## config.mk

```make
export PLATFORM = sky130hd
export DESIGN_NAME = seq_mult_ctrl
export DESIGN_NICKNAME = d
export VERILOG_FILES = /design/src/rtl/seq_mult_pkg.sv /design/src/rtl/acc_adder.sv /design/src/rtl/seq_mult_ctrl.sv
export SDC_FILE = /design/constraint.sdc
export NUM_CORES = 1
export LEC_CHECK = 0
export CAP_MARGIN = 20
export CORE_MARGIN = 1.5
export CORE_UTILIZATION = 60
export DETAILED_ROUTE_END_ITERATION = 16
export GPL_ROUTABILITY_DRIVEN = 0
export PLACE_DENSITY = 0.95
export SYNTH_ARGS = -nofsm -noshare
export SYNTH_HDL_FRONTEND = slang
export SYNTH_SLANG_ARGS = --single-unit
```

## constraint.sdc

```tcl
create_clock -name clk -period 5.6 [get_ports clk]
set_input_delay 1.12 -clock clk [delete_from_list [all_inputs] [get_ports clk]]
set_output_delay 1.12 -clock clk [all_outputs]
set_load 0.02 [all_outputs]
```

## src/rtl/seq_mult_pkg.sv

```systemverilog
// Shared types and defaults for the sequential shift-add multiplier.
// Holds the FSM state encoding and the default operand width.
package seq_mult_pkg;

  localparam int unsigned DEF_WIDTH = 8;

  typedef enum logic [1:0] {
    IDLE = 2'd0,
    RUN  = 2'd1,
    DONE = 2'd2
  } state_e;

endpackage

```

## src/rtl/acc_adder.sv

```systemverilog
// Accumulator adder for the shift-add multiplier.
// Sum is truncated to the operand width; callers guarantee no overflow.
module acc_adder #(
  parameter int unsigned WIDTH = 16
) (
  input  logic [WIDTH-1:0] x,
  input  logic [WIDTH-1:0] y,
  output logic [WIDTH-1:0] sum
);

  assign sum = x + y;

endmodule

```

## src/rtl/seq_mult_ctrl.sv

```systemverilog
// Sequential shift-add unsigned multiplier with valid/ready handshakes.
// Define SEQ_MULT_EARLY_TERM_EN to stop as soon as the multiplier is exhausted.
module seq_mult_ctrl
  import seq_mult_pkg::*;
#(
  parameter int unsigned WIDTH = DEF_WIDTH
) (
  input  logic               clk,
  input  logic               rst,
  input  logic               in_valid,
  output logic               in_ready,
  input  logic [WIDTH-1:0]   a,
  input  logic [WIDTH-1:0]   b,
  output logic               out_valid,
  input  logic               out_ready,
  output logic [2*WIDTH-1:0] product,
  output logic               busy
);

  localparam int unsigned PW = 2 * WIDTH;
  localparam int unsigned CW = $clog2(WIDTH + 1);

  state_e            state_q, state_d;
  logic [PW-1:0]     acc_q, acc_d;
  logic [PW-1:0]     mcand_q, mcand_d;
  logic [WIDTH-1:0]  mplier_q, mplier_d;
  logic [CW-1:0]     count_q, count_d;
  logic [PW-1:0]     prod_q, prod_d;

  logic [PW-1:0]     add_y;
  logic [PW-1:0]     add_sum;
  logic [WIDTH-1:0]  mplier_sh;
  logic              accept;
  logic              last_step;

  assign add_y     = mplier_q[0] ? mcand_q : '0;
  assign mplier_sh = mplier_q >> 1;
  assign accept    = in_valid && in_ready;

`ifdef SEQ_MULT_EARLY_TERM_EN
  assign last_step = (mplier_sh == '0)
                  || (count_q == CW'(WIDTH - 1));
`else
  assign last_step = (count_q == CW'(WIDTH - 1));
`endif

  acc_adder #(
    .WIDTH (PW)
  ) u_acc_adder (
    .x   (acc_q),
    .y   (add_y),
    .sum (add_sum)
  );

  // Next-state and datapath update for the IDLE/RUN/DONE sequence
  always_comb begin
    state_d  = state_q;
    acc_d    = acc_q;
    mcand_d  = mcand_q;
    mplier_d = mplier_q;
    count_d  = count_q;
    prod_d   = prod_q;
    unique case (state_q)
      IDLE: begin
        if (accept) begin
          acc_d    = '0;
          mcand_d  = {{WIDTH{1'b0}}, a};
          mplier_d = b;
          count_d  = '0;
          state_d  = RUN;
`ifdef SEQ_MULT_EARLY_TERM_EN
          if (b == '0) begin
            state_d = DONE;
            prod_d  = '0;
          end
`endif
        end
      end
      RUN: begin
        acc_d    = add_sum;
        mcand_d  = mcand_q << 1;
        mplier_d = mplier_sh;
        count_d  = count_q + CW'(1);
        if (last_step) begin
          state_d = DONE;
          prod_d  = add_sum;
        end
      end
      DONE: begin
        if (out_ready) begin
          state_d = IDLE;
        end
      end
      default: begin
        state_d = IDLE;
      end
    endcase
  end

  // State and datapath registers; reset wins over everything
  always_ff @(posedge clk) begin
    if (rst) begin
      state_q  <= IDLE;
      acc_q    <= '0;
      mcand_q  <= '0;
      mplier_q <= '0;
      count_q  <= '0;
      prod_q   <= '0;
    end else begin
      state_q  <= state_d;
      acc_q    <= acc_d;
      mcand_q  <= mcand_d;
      mplier_q <= mplier_d;
      count_q  <= count_d;
      prod_q   <= prod_d;
    end
  end

  assign in_ready  = (state_q == IDLE) && !rst;
  assign out_valid = (state_q == DONE);
  assign busy      = (state_q != IDLE);
  assign product   = prod_q;

endmodule
```

==> results.md, run 1 <==
* First-pass GRT wire length at 13800 um
* Critical path depth at 3
* Highest-delay cell along the critical path: buf_2
* Detailed Place HPWL at 5580 um
* Critical path peak fanout at 54
* Pre-antenna DRT Iters at 6
* Initial antenna violation count at 0
* Compound-Gate Fraction of Synth Area at 0.194
* H-tree depth at 3
* Worst-margin pin slew at 0.950 ns
* Skew-Pair Late Insertion Delay at 0.35 ns
* Hold Vio Cnt, Final at 0
* Avg WL per Cell at 15.9 um
* Initial Util at 0.635
* Largest area contributor in the netlist: dfxtp_1
* Status: finished, final reports clean
* Worst R2R Path Depth at 8
* Core area at 5200 um^2
* Pin count of the biggest net entering global routing at 55
* CP delay by family, top: buffers and inverters
* Via Count at 3231
* Clk sink count at 62
* Clock period minus worst slack at 3.72 ns
* CTS tree: yes
* Number of vias per cell at 6.24
* Reg-to-Reg Start: mplier_q[0]
* RSZ-0062 raised after global routing: no
* Min-delay src: mplier_q[2]
* CP max stage delay at 0.71 ns
* Grt ovf at 0
* Worst Hold Depth at 2
* Post-cts sizing count at 0
* Rel. slew slack at 0.367
* Synth top area share at 0.375
* Synth cell types at 59
* Total clock buffers created by CTS at 9
* Port Buffer Count at 38
* Synthesis Warnings at 0
* Die area at 5970 um^2
* Worst-path clk slew at 0.07 ns
* Max Transition Viols Final at 0
* Nets at 481
* Die height at 77.2 um
* WP data required at 4.48 ns
* Mux cell area share after synthesis at 0.0155
* Largest family of logic cells by synthesized area: simple AND/OR/NAND/NOR gates
* Switching share of power at 0.240
* Final ANT Viol Nets at 0
* Post-Route WL at 8240 um
* Setup bufs post-CTS at 0
* Internal power at 0.000726 W
* Crit start category: primary input
* Top-Level Pins at 39
* Power Density at 245 nW/um^2
* Root buffer cell: clkbuf_8
* CTS max path bufs at 2
* XOR/XNOR Fraction of Synth Area at 0.0265
* FFs w/ async S/R, synth at 0
* Synthesized Nets at 454
* Setup TNS at 0 ns
* CP cell instances: buf_2 > nor3_1 > clkdlybuf4s50_1
* Ratio of cells with drive above 1 in the final layout at 0.0692
* Buf/Inv on CP at 2
* Simple logic cell fraction of the synthesized area at 0.281
* Crit Path Class: in -> out
* Post-CTS Hold Buffers at 0
* Die width at 77.2 um
* Worst Hold Slack at 0.456 ns
* Synth area leaders: dfxtp_1 38%, ha_1 6.1%, nor2_1 5.9%
* Synthesized flop and latch total at 62
* Internal reg-to-reg setup slack at 2.77 ns
* Total global-route track usage at 0.288
* Worst setup EP type: primary output
* Crit path from: rst
* DRC violations left at 0
* Dominant synthesized flop cell: dfxtp_1
* Max cap viols at 0
* Synthesized cell area at 3310 um^2
* Drt initial violations at 326
* Count leader, synth: dfxtp_1
* DP Area at 3690 um^2
* Clock power share at 0.442
* Crit path arrival time at 2.60 ns
* Final setup fails at 0
* Comb power frac at 0.074
* Cell count after synthesis at 417
* Standby leakage power at 1.56 nW
* HP Class: reg -> reg
* Switch Pwr at 0.000229 W
* Row count at 26
* Setup Skew at 0.00749 ns
* Vias in the first global route at 3038
* Sequential-to-total area share from yosys stat at 0.375
* Worst vdd ir at 0.222 mV
* ANT cells at 0
* Commonest cells in the netlist: 62 x dfxtp_1, 52 x nor2_1, 50 x nand2_1
* Synthesized area per cell at 7.93 um^2
* Fmax at 0.268 GHz
* Adder-Cell Fraction of Synth Area at 0.0666
* Sequential power share at 0.483
* Fin crit share at 0.665
* P&R area growth vs syn at 17.7%
* Finished Cell Area at 3890 um^2
* Number of synthesized flops with an enable pin at 0
-- sequential cells by signal, indices dropped and copies added (netlist names) --
name      count
product      16
mcand_q      16
state_q       2
acc_q        16
mplier_q      8
count_q       4
-- worst reg2reg max path: stages, from the launching register on --
cell and delay, ns:
dfxtp_1 0.47, and2_1 0.25, ha_1 0.23, fa_1 0.41
a21oi_1 0.29, o21ai_2 0.18, a21bo_2 0.25, a2111oi_0 0.51
a31o_2 0.18
-- per-layer routing --
layer,global-route usage,share of wire,wire length [um]
met5,0,0,0
met2,0.488,0.49,4060
met4,0.122,0.028,232
met3,0.0810,0.071,587
met1,0.340,0.41,3370
-- layout make-up --
cell class / instances / area, um^2
well taps: 70 / 87.6
repair buffers: 41 / 398
clock inverters: 5 / 75.1
flip-flops and latches: 62 / 1240
clock buffers: 10 / 128
fillers: 389 / 1310
inverters: 8 / 30.0
multi-input cells: 322 / 1930
-- power by group through the flow --
stage | registers [W] | clock network (W) | logic [W]
6_report | 0.000462 | 0.000422 | 0.0000711
5_1_grt | 0.000463 | 0.000442 | 0.0000794
4_1_cts | 0.000461 | 0.000420 | 0.0000706
3_5_place_dp | 0.000471 | 0 | 0.0000701
3_3_place_gp | 0.000471 | 0 | 0.0000678
2_1_floorplan | 0.000468 | 0 | 0.0000458
-- per-stage QoR --
stage / instances / util / setup slack [ns] / total power [W]
2_1_floorplan: 417 / - / 2.68 / 0.000514
3_3_place_gp: 503 / 0.709 / 1.91 / 0.000538
3_5_place_dp: 503 / 0.709 / 1.89 / 0.000541
4_1_cts: 518 / 0.748 / 1.90 / 0.000952
5_1_grt: 518 / 0.748 / 1.78 / 0.000984
6_report: 518 / 0.748 / 1.88 / 0.000955
-- cell usage in the layout (no fill, tap or decap), types with 2 or more instances in the layout --
| cell type | count |
|---|---|
| o21ai_0 | 14 |
| mux2i_1 | 4 |
| a21o_1 | 4 |
| and3_1 | 3 |
| nand3_1 | 22 |
| clkinv_2 | 3 |
| and2_1 | 18 |
| nor2b_1 | 3 |
| xnor2_1 | 3 |
| nor3_1 | 7 |
| or2_2 | 3 |
| nand4_1 | 6 |
| inv_1 | 8 |
| ha_1 | 16 |
| nor4_1 | 16 |
| o21bai_1 | 2 |
| a2111oi_0 | 3 |
| bufinv_16 | 2 |
| nand2_1 | 50 |
| nor2_1 | 52 |
| o211ai_1 | 3 |
| a31oi_1 | 4 |
| o21a_1 | 2 |
| a21oi_1 | 38 |
| a211oi_1 | 5 |
| a22oi_1 | 6 |
| clkbuf_8 | 9 |
| nand2b_1 | 2 |
| buf_4 | 3 |
| dfxtp_1 | 62 |
| clkdlybuf4s50_1 | 37 |
| xor2_1 | 7 |
-- kinds of logic after synthesis --
logic type / after synthesis
mux: 5
buf+inv: 33
fa+ha+maj: 17
compound gates: 98
xor+xnor: 10
flops: 62
simple gates: 192
-- final timing paths --
path                  to
max             in_ready
min          mplier_q[2]
min reg2reg  mplier_q[2]
max reg2reg  product[10]
(Power assumes the default switching activity.)
==> run 2, diff against run 1 <==
CORE_UTILIZATION = 50   (was 60)
PLACE_DENSITY = 0.86   (was 0.95)
clock period = 3.25 ns   (was 5.6 ns; I/O delays follow)
==> run 2 against run 1 <==
Compared with the run above: final area grew 1.3%; sequential power grew 72%; critical path depth grew 5; non-clock buffer count grew 3; clock power grew 81%; clock-buffer cell count grew 1; register-to-register slack lost 2.2 ns; clock skew is essentially flat; critical endpoint is now product[10]; critical path type is now reg -> reg; hold slack gained 0.0045 ns; total power grew 76%; die area grew 19%; global-route usage shrank 4.2 points.
==> results.md, run 2 (synthesized netlist as in run 1, its figures left out) <==
* Rel. slew slack at 0.553 (+0.187)
* Worst Hold Depth at 2 (unchanged)
* Pin count of the biggest net entering global routing at 53 (-3.6%)
* Vias in the first global route at 2981 (-1.9%)
* H-tree depth at 3 (unchanged)
* Port Buffer Count at 38 (unchanged)
* Die width at 84.3 um (+9.2%)
* Clock period minus worst slack at 2.71 ns
* Initial Util at 0.518 (-0.118)
* Worst R2R Path Depth at 8 (unchanged)
* Placed Cells at 513 (+2.0%)
* Nets at 484 (+0.62%)
* Standby leakage power at 1.58 nW (+1.5%)
* Die area at 7110 um^2 (+19%)
* Most common cell after layout, fill and taps aside: dfxtp_1
* Hold Vio Cnt, Final at 0 (unchanged)
* Avg WL per Cell at 15.7 um (-1.1%)
* Critical path peak fanout at 17 (-69%)
* Worst vdd ir at 0.359 mV (+62%)
* Pwr Total at 0.00168 W (+76%)
* Core area at 6390 um^2 (+23%)
* WP data required at 3.55 ns (-0.93 ns)
* Detailed Place HPWL at 5650 um (+1.2%)
* Cell Count, Final, Fillers Out at 528 (+1.9%)
* First-pass GRT wire length at 14000 um (+1.4%)
* Crit start category: flip-flop
* Pre-antenna DRT Iters at 5 (-1)
* ANT cells at 0 (unchanged)
* Post-Route WL at 8310 um (+0.76%)
* Worst-path clk slew at 0.07 ns (about the same)
* Setup Skew at 0.00737 ns (-0.000124 ns)
* HP Class: reg -> reg
* Setup TNS at 0 ns (unchanged)
* Via Count at 3147 (-2.6%)
* Skew-Pair Late Insertion Delay at 0.35 ns (about the same)
* Post-cts sizing count at 0 (unchanged)
* Crit path arrival time at 3.01 ns (+0.41 ns)
* RSZ-0062 raised after global routing: no
* Fin crit share at 0.834
* Util after Layout at 0.617 (-0.130)
* Crit Path Class: reg -> reg
* Final ANT Viol Nets at 0 (unchanged)
* Drt initial violations at 349 (+7.1%)
* Row count at 29 (+12%)
* Max cap viols at 0 (unchanged)
* P&R area growth vs syn at 19.2%
* Max Transition Viols Final at 0 (unchanged)
* Top-Level Pins at 39 (unchanged)
* DRC violations left at 0 (unchanged)
* CTS max path bufs at 2 (unchanged)
* CTS tree: yes
* Die height at 84.3 um (+9.2%)
* Grt ovf at 0 (unchanged)
* Total global-route track usage at 0.246 (-0.0423)
* Total clock buffers created by CTS at 9 (unchanged)
* Clk sink count at 62 (unchanged)
* Number of vias per cell at 5.96 (-4.4%)
* Root buffer cell: clkbuf_8
* Initial antenna violation count at 0 (unchanged)
* Worst setup EP type: flip-flop
* Fmax at 0.369 GHz
* Final setup fails at 0 (unchanged)
* Worst-margin pin slew at 0.667 ns (-0.283 ns)
* Ratio of cells with drive above 1 in the final layout at 0.0776 (+0.00841)
* Post-CTS Hold Buffers at 0 (unchanged)
* Commonest cells after routing, fill and taps aside: 62 x dfxtp_1, 52 x nor2_1, 50 x nand2_1
* Status: finished, final reports clean
* Power Density at 427 nW/um^2 (+74%)
* Setup bufs post-CTS at 0 (unchanged)
* Filler Cell Count at 556 (+43%)
run 2: cell types whose count changed in the layout (fill, tap and decap cells not counted), sizes merged:
| cell | before | now |
|---|---|---|
| clkinv | 3 | 2 |
| buf | 4 | 7 |
| clkbuf | 10 | 11 |
run 2: path summary, 6_finish.rpt:
check	to	start	slack, ns
max reg2reg	product[10]	mplier_q[0]	0.54
min reg2reg	mplier_q[1]	mplier_q[1]	0.46
min	mplier_q[1]	mplier_q[1]	0.46
max	product[10]	mplier_q[0]	0.54
run 2: power breakdown:
group | internal [W] | switching, W | total [W]
logic | 0.0000506 | 0.0000758 | 0.000126
clock network | 0.000466 | 0.000296 | 0.000762
registers | 0.000779 | 0.0000160 | 0.000795
run 2: metal layers:
metal / vias to the layer above / share of wire / GRT usage
li1: 1543 / - / -
met1: 1469 / 0.43 / 0.306
met2: 114 / 0.47 / 0.376
met3: 21 / 0.068 / 0.0708
met4: 0 / 0.033 / 0.151
met5: - / 0 / 0
run 2: cell type report:
type / instances / area (um^2) / area share
Timing Repair Buffer: 44 / 420 / 0.107
Tap cell: 77 / 96.3 / 0.0244
Clock inverter: 4 / 70.1 / 0.0178
Clock buffer: 11 / 151 / 0.0384
Multi-Input combinational cell: 322 / 1930 / 0.490
Sequential cell: 62 / 1240 / 0.315
Inverter: 8 / 30.0 / 0.00762
run 2: stage by stage:
stage / hold WS [ns] / area [um^2] / worst slack [ns]
4_1_cts: 0.463 / 3940 / 0.574
2_1_floorplan: 0.432 / 3310 / 1.01
3_3_place_gp: 0.442 / 3720 / 0.744
6_report: 0.460 / 3940 / 0.540
3_5_place_dp: 0.454 / 3720 / 0.590
5_1_grt: 0.485 / 3940 / 0.268
run 2: critical path, cell delays in order, from the launching register on:
cell and delay, ns:
dfxtp_1 0.46, and2_1 0.24, ha_1 0.22, fa_1 0.41, a21oi_1 0.28, o21ai_2 0.17, a21bo_2 0.24, a2111oi_0 0.47
a31o_2 0.17
==> run 3, diff against run 2 <==
CORE_UTILIZATION = 56   (was 50)
PLACE_DENSITY = 0.91   (was 0.86)
clock period = 2.81 ns   (was 3.25 ns; I/O delays follow)
==> run 3 against run 2 <==
Compared with the run above: sequential share of layout area increased by 0.090 points; routed wire length rose by 3.7%; maximum frequency is 2.3% higher; sequential power increased by 16%; via count rose by 2.5%; sequential cell count is the same; non-clock buffer count stayed put; largest power group unchanged.
==> results.md, run 3 (synthesized netlist as in run 1, its figures left out) <==
* Status: finished, final reports clean
* Worst Hold Slack at 0.453 ns (-0.00756 ns)
* Number of vias per cell at 6.16 (+3.3%)
* GR Util met2 at 0.472 (+0.0960)
* Die height at 79.8 um (-5.3%)
* RSZ-0062 raised after global routing: no
* Post-Route WL at 8610 um (+3.7%)
* Post-cts sizing count at 0 (unchanged)
* Pwr Total at 0.00194 W (+15%)
* Drt initial violations at 283 (-19%)
* Max Transition Viols Final at 0 (unchanged)
* Core area at 5610 um^2 (-12%)
* Pin count of the biggest net entering global routing at 53 (unchanged)
* Worst vdd ir at 0.364 mV (+1.4%)
* CP cell instances: and2_1 > ha_1 > fa_1 > a21oi_1 > o21ai_2 > a21bo_2 > a2111oi_0 > a31o_2
* Nets at 484 (unchanged)
* Standby leakage power at 1.57 nW (-0.72%)
* Finished Cell Area at 3930 um^2 (-0.29%)
* Die width at 79.8 um (-5.3%)
* CP delay by family, top: compound AO/OA/AOI/OAI gates
* Clock period minus worst slack at 2.65 ns (-0.0619 ns)
* Fin crit share at 0.942 (+0.109)
* Final ANT Viol Nets at 0 (unchanged)
* DRC violations left at 0 (unchanged)
* Via Count at 3227 (+2.5%)
* Worst setup EP type: flip-flop
* Met1 Usage GRT at 0.352 (+0.0465)
* Total clock buffers created by CTS at 9 (unchanged)
* CTS tree: yes
* Power Density at 494 nW/um^2 (+16%)
* Initial Util at 0.590 (+0.0719)
* First-pass GRT wire length at 14200 um (+1.6%)
* Hold Vio Cnt, Final at 0 (unchanged)
* Row count at 27 (-6.9%)
* Internal reg-to-reg setup slack at 0.16 ns (-0.38 ns)
* Most common cell after layout, fill and taps aside: dfxtp_1
* Reg-to-Reg End: product[10]
* CTS max path bufs at 2 (unchanged)
* Commonest cells after routing, fill and taps aside: 62 x dfxtp_1, 52 x nor2_1, 50 x nand2_1
* Max cap viols at 0 (unchanged)
* Port Buffer Count at 38 (unchanged)
* Fmax at 0.378 GHz (+2.3%)
* Setup bufs post-CTS at 0 (unchanged)
* DP Area at 3710 um^2 (-0.17%)
* Critical path peak fanout at 17 (unchanged)
* H-tree depth at 3 (unchanged)
* Pre-antenna DRT Iters at 5 (unchanged)
* GR Util met3 at 0.0891 (+0.0183)
* Rel. slew slack at 0.486 (-0.0676)
* WP data required at 3.11 ns (-0.44 ns)
* Min-delay src: product[4]
* Crit path arrival time at 2.94 ns (-0.07 ns)
* Buf/Inv on CP at 0 (unchanged)
* Worst-path clk slew at 0.07 ns (about the same)
* Crit start category: flip-flop
* Vias in the first global route at 3010 (+0.97%)
* Avg WL per Cell at 16.4 um (+4.5%)
* Setup Skew at 0.00797 ns (+0.000602 ns)
* Reg-to-Reg Start: mplier_q[0]
* Worst Hold Depth at 2 (unchanged)
* Root buffer cell: clkbuf_8
* Highest-delay cell along the critical path: a2111oi_0
* Grt ovf at 0 (unchanged)
* Ratio of cells with drive above 1 in the final layout at 0.0730 (-0.00460)
* Top-Level Pins at 39 (unchanged)
* Gr busiest metal: met2
* Setup TNS at 0 ns (unchanged)
* Final setup fails at 0 (unchanged)
* Crit Path Class: reg -> reg
* ANT cells at 0 (unchanged)
* P&R area growth vs syn at 18.9%
* Post-CTS Hold Buffers at 0 (unchanged)
* Skew-Pair Late Insertion Delay at 0.36 ns (about the same)
* Clk sink count at 62 (unchanged)
* Util after Layout at 0.701 (+0.0837)
* Detailed Place HPWL at 5920 um (+4.8%)
* Worst-margin pin slew at 0.768 ns (+0.101 ns)
* Die area at 6380 um^2 (-10%)
* Total global-route track usage at 0.290 (+0.0440)
* CP max stage delay at 0.44 ns (-0.03 ns)
* Worst R2R Path Depth at 8 (unchanged)
* Filler Cell Count at 446 (-20%)
* HP Class: reg -> reg
* Initial antenna violation count at 0 (unchanged)
* Hold path endpoint: product[4]
## run 3: cell types whose count changed in the layout (fill, tap and decap cells not counted)
cell | previous run | this run
clkinvlp_4 | 0 | 1
clkinv_2 | 2 | 0
clkbuf_1 | 0 | 3
clkbuf_8 | 11 | 10
## run 3: metrics by stage
stage,setup WS [ns],std cells
3_3_place_gp,0.374,508
5_1_grt,0.0436,524
2_1_floorplan,0.568,417
4_1_cts,0.210,524
3_5_place_dp,0.235,508
6_report,0.162,524
## run 3: layout make-up
class | count | area (um^2) | share of cell area
Clock inverter | 3 | 67.6 | 0.0172
Multi-Input combinational cell | 322 | 1930 | 0.492
Clock buffer | 13 | 149 | 0.0379
Tap cell | 72 | 90.1 | 0.0229
Inverter | 8 | 30.0 | 0.00764
Timing Repair Buffer | 44 | 420 | 0.107
Sequential cell | 62 | 1240 | 0.316
## run 3: report_power, final
part	switching [W]	internal, W	total [W]
Sequential	0.0000190	0.000901	0.000920
Clock	0.000351	0.000525	0.000876
Combinational	0.0000886	0.0000586	0.000147
Total	0.000459	0.00148	0.00194
## run 3: worst register-to-register path, cell delays in order, from the launching register on
cell,delay [ns]
dfxtp_1,0.43
and2_1,0.23
ha_1,0.22
fa_1,0.41
a21oi_1,0.28
o21ai_2,0.16
a21bo_2,0.24
a2111oi_0,0.44
a31o_2,0.18
## run 3: how the worst max path moves through the flow
stage,from,endpoint,slack (ns),depth (start not counted)
6_report,mplier_q[0],product[10],0.16,8
5_1_grt,mplier_q[0],product[10],0.04,8
4_1_cts,mplier_q[0],product[10],0.21,8
3_5_place_dp,mplier_q[0],product[10],0.23,8
3_3_place_gp,mplier_q[0],product[10],0.37,8
2_1_floorplan,mplier_q[0],acc_q[15],0.57,8
## run 3: routing by layer
layer | share of wire | wire, um | vias up
met5 | 0 | 0 | -
met4 | 0.027 | 230 | 0
met3 | 0.089 | 764 | 26
met2 | 0.48 | 4120 | 174
met1 | 0.41 | 3500 | 1479
li1 | - | - | 1548
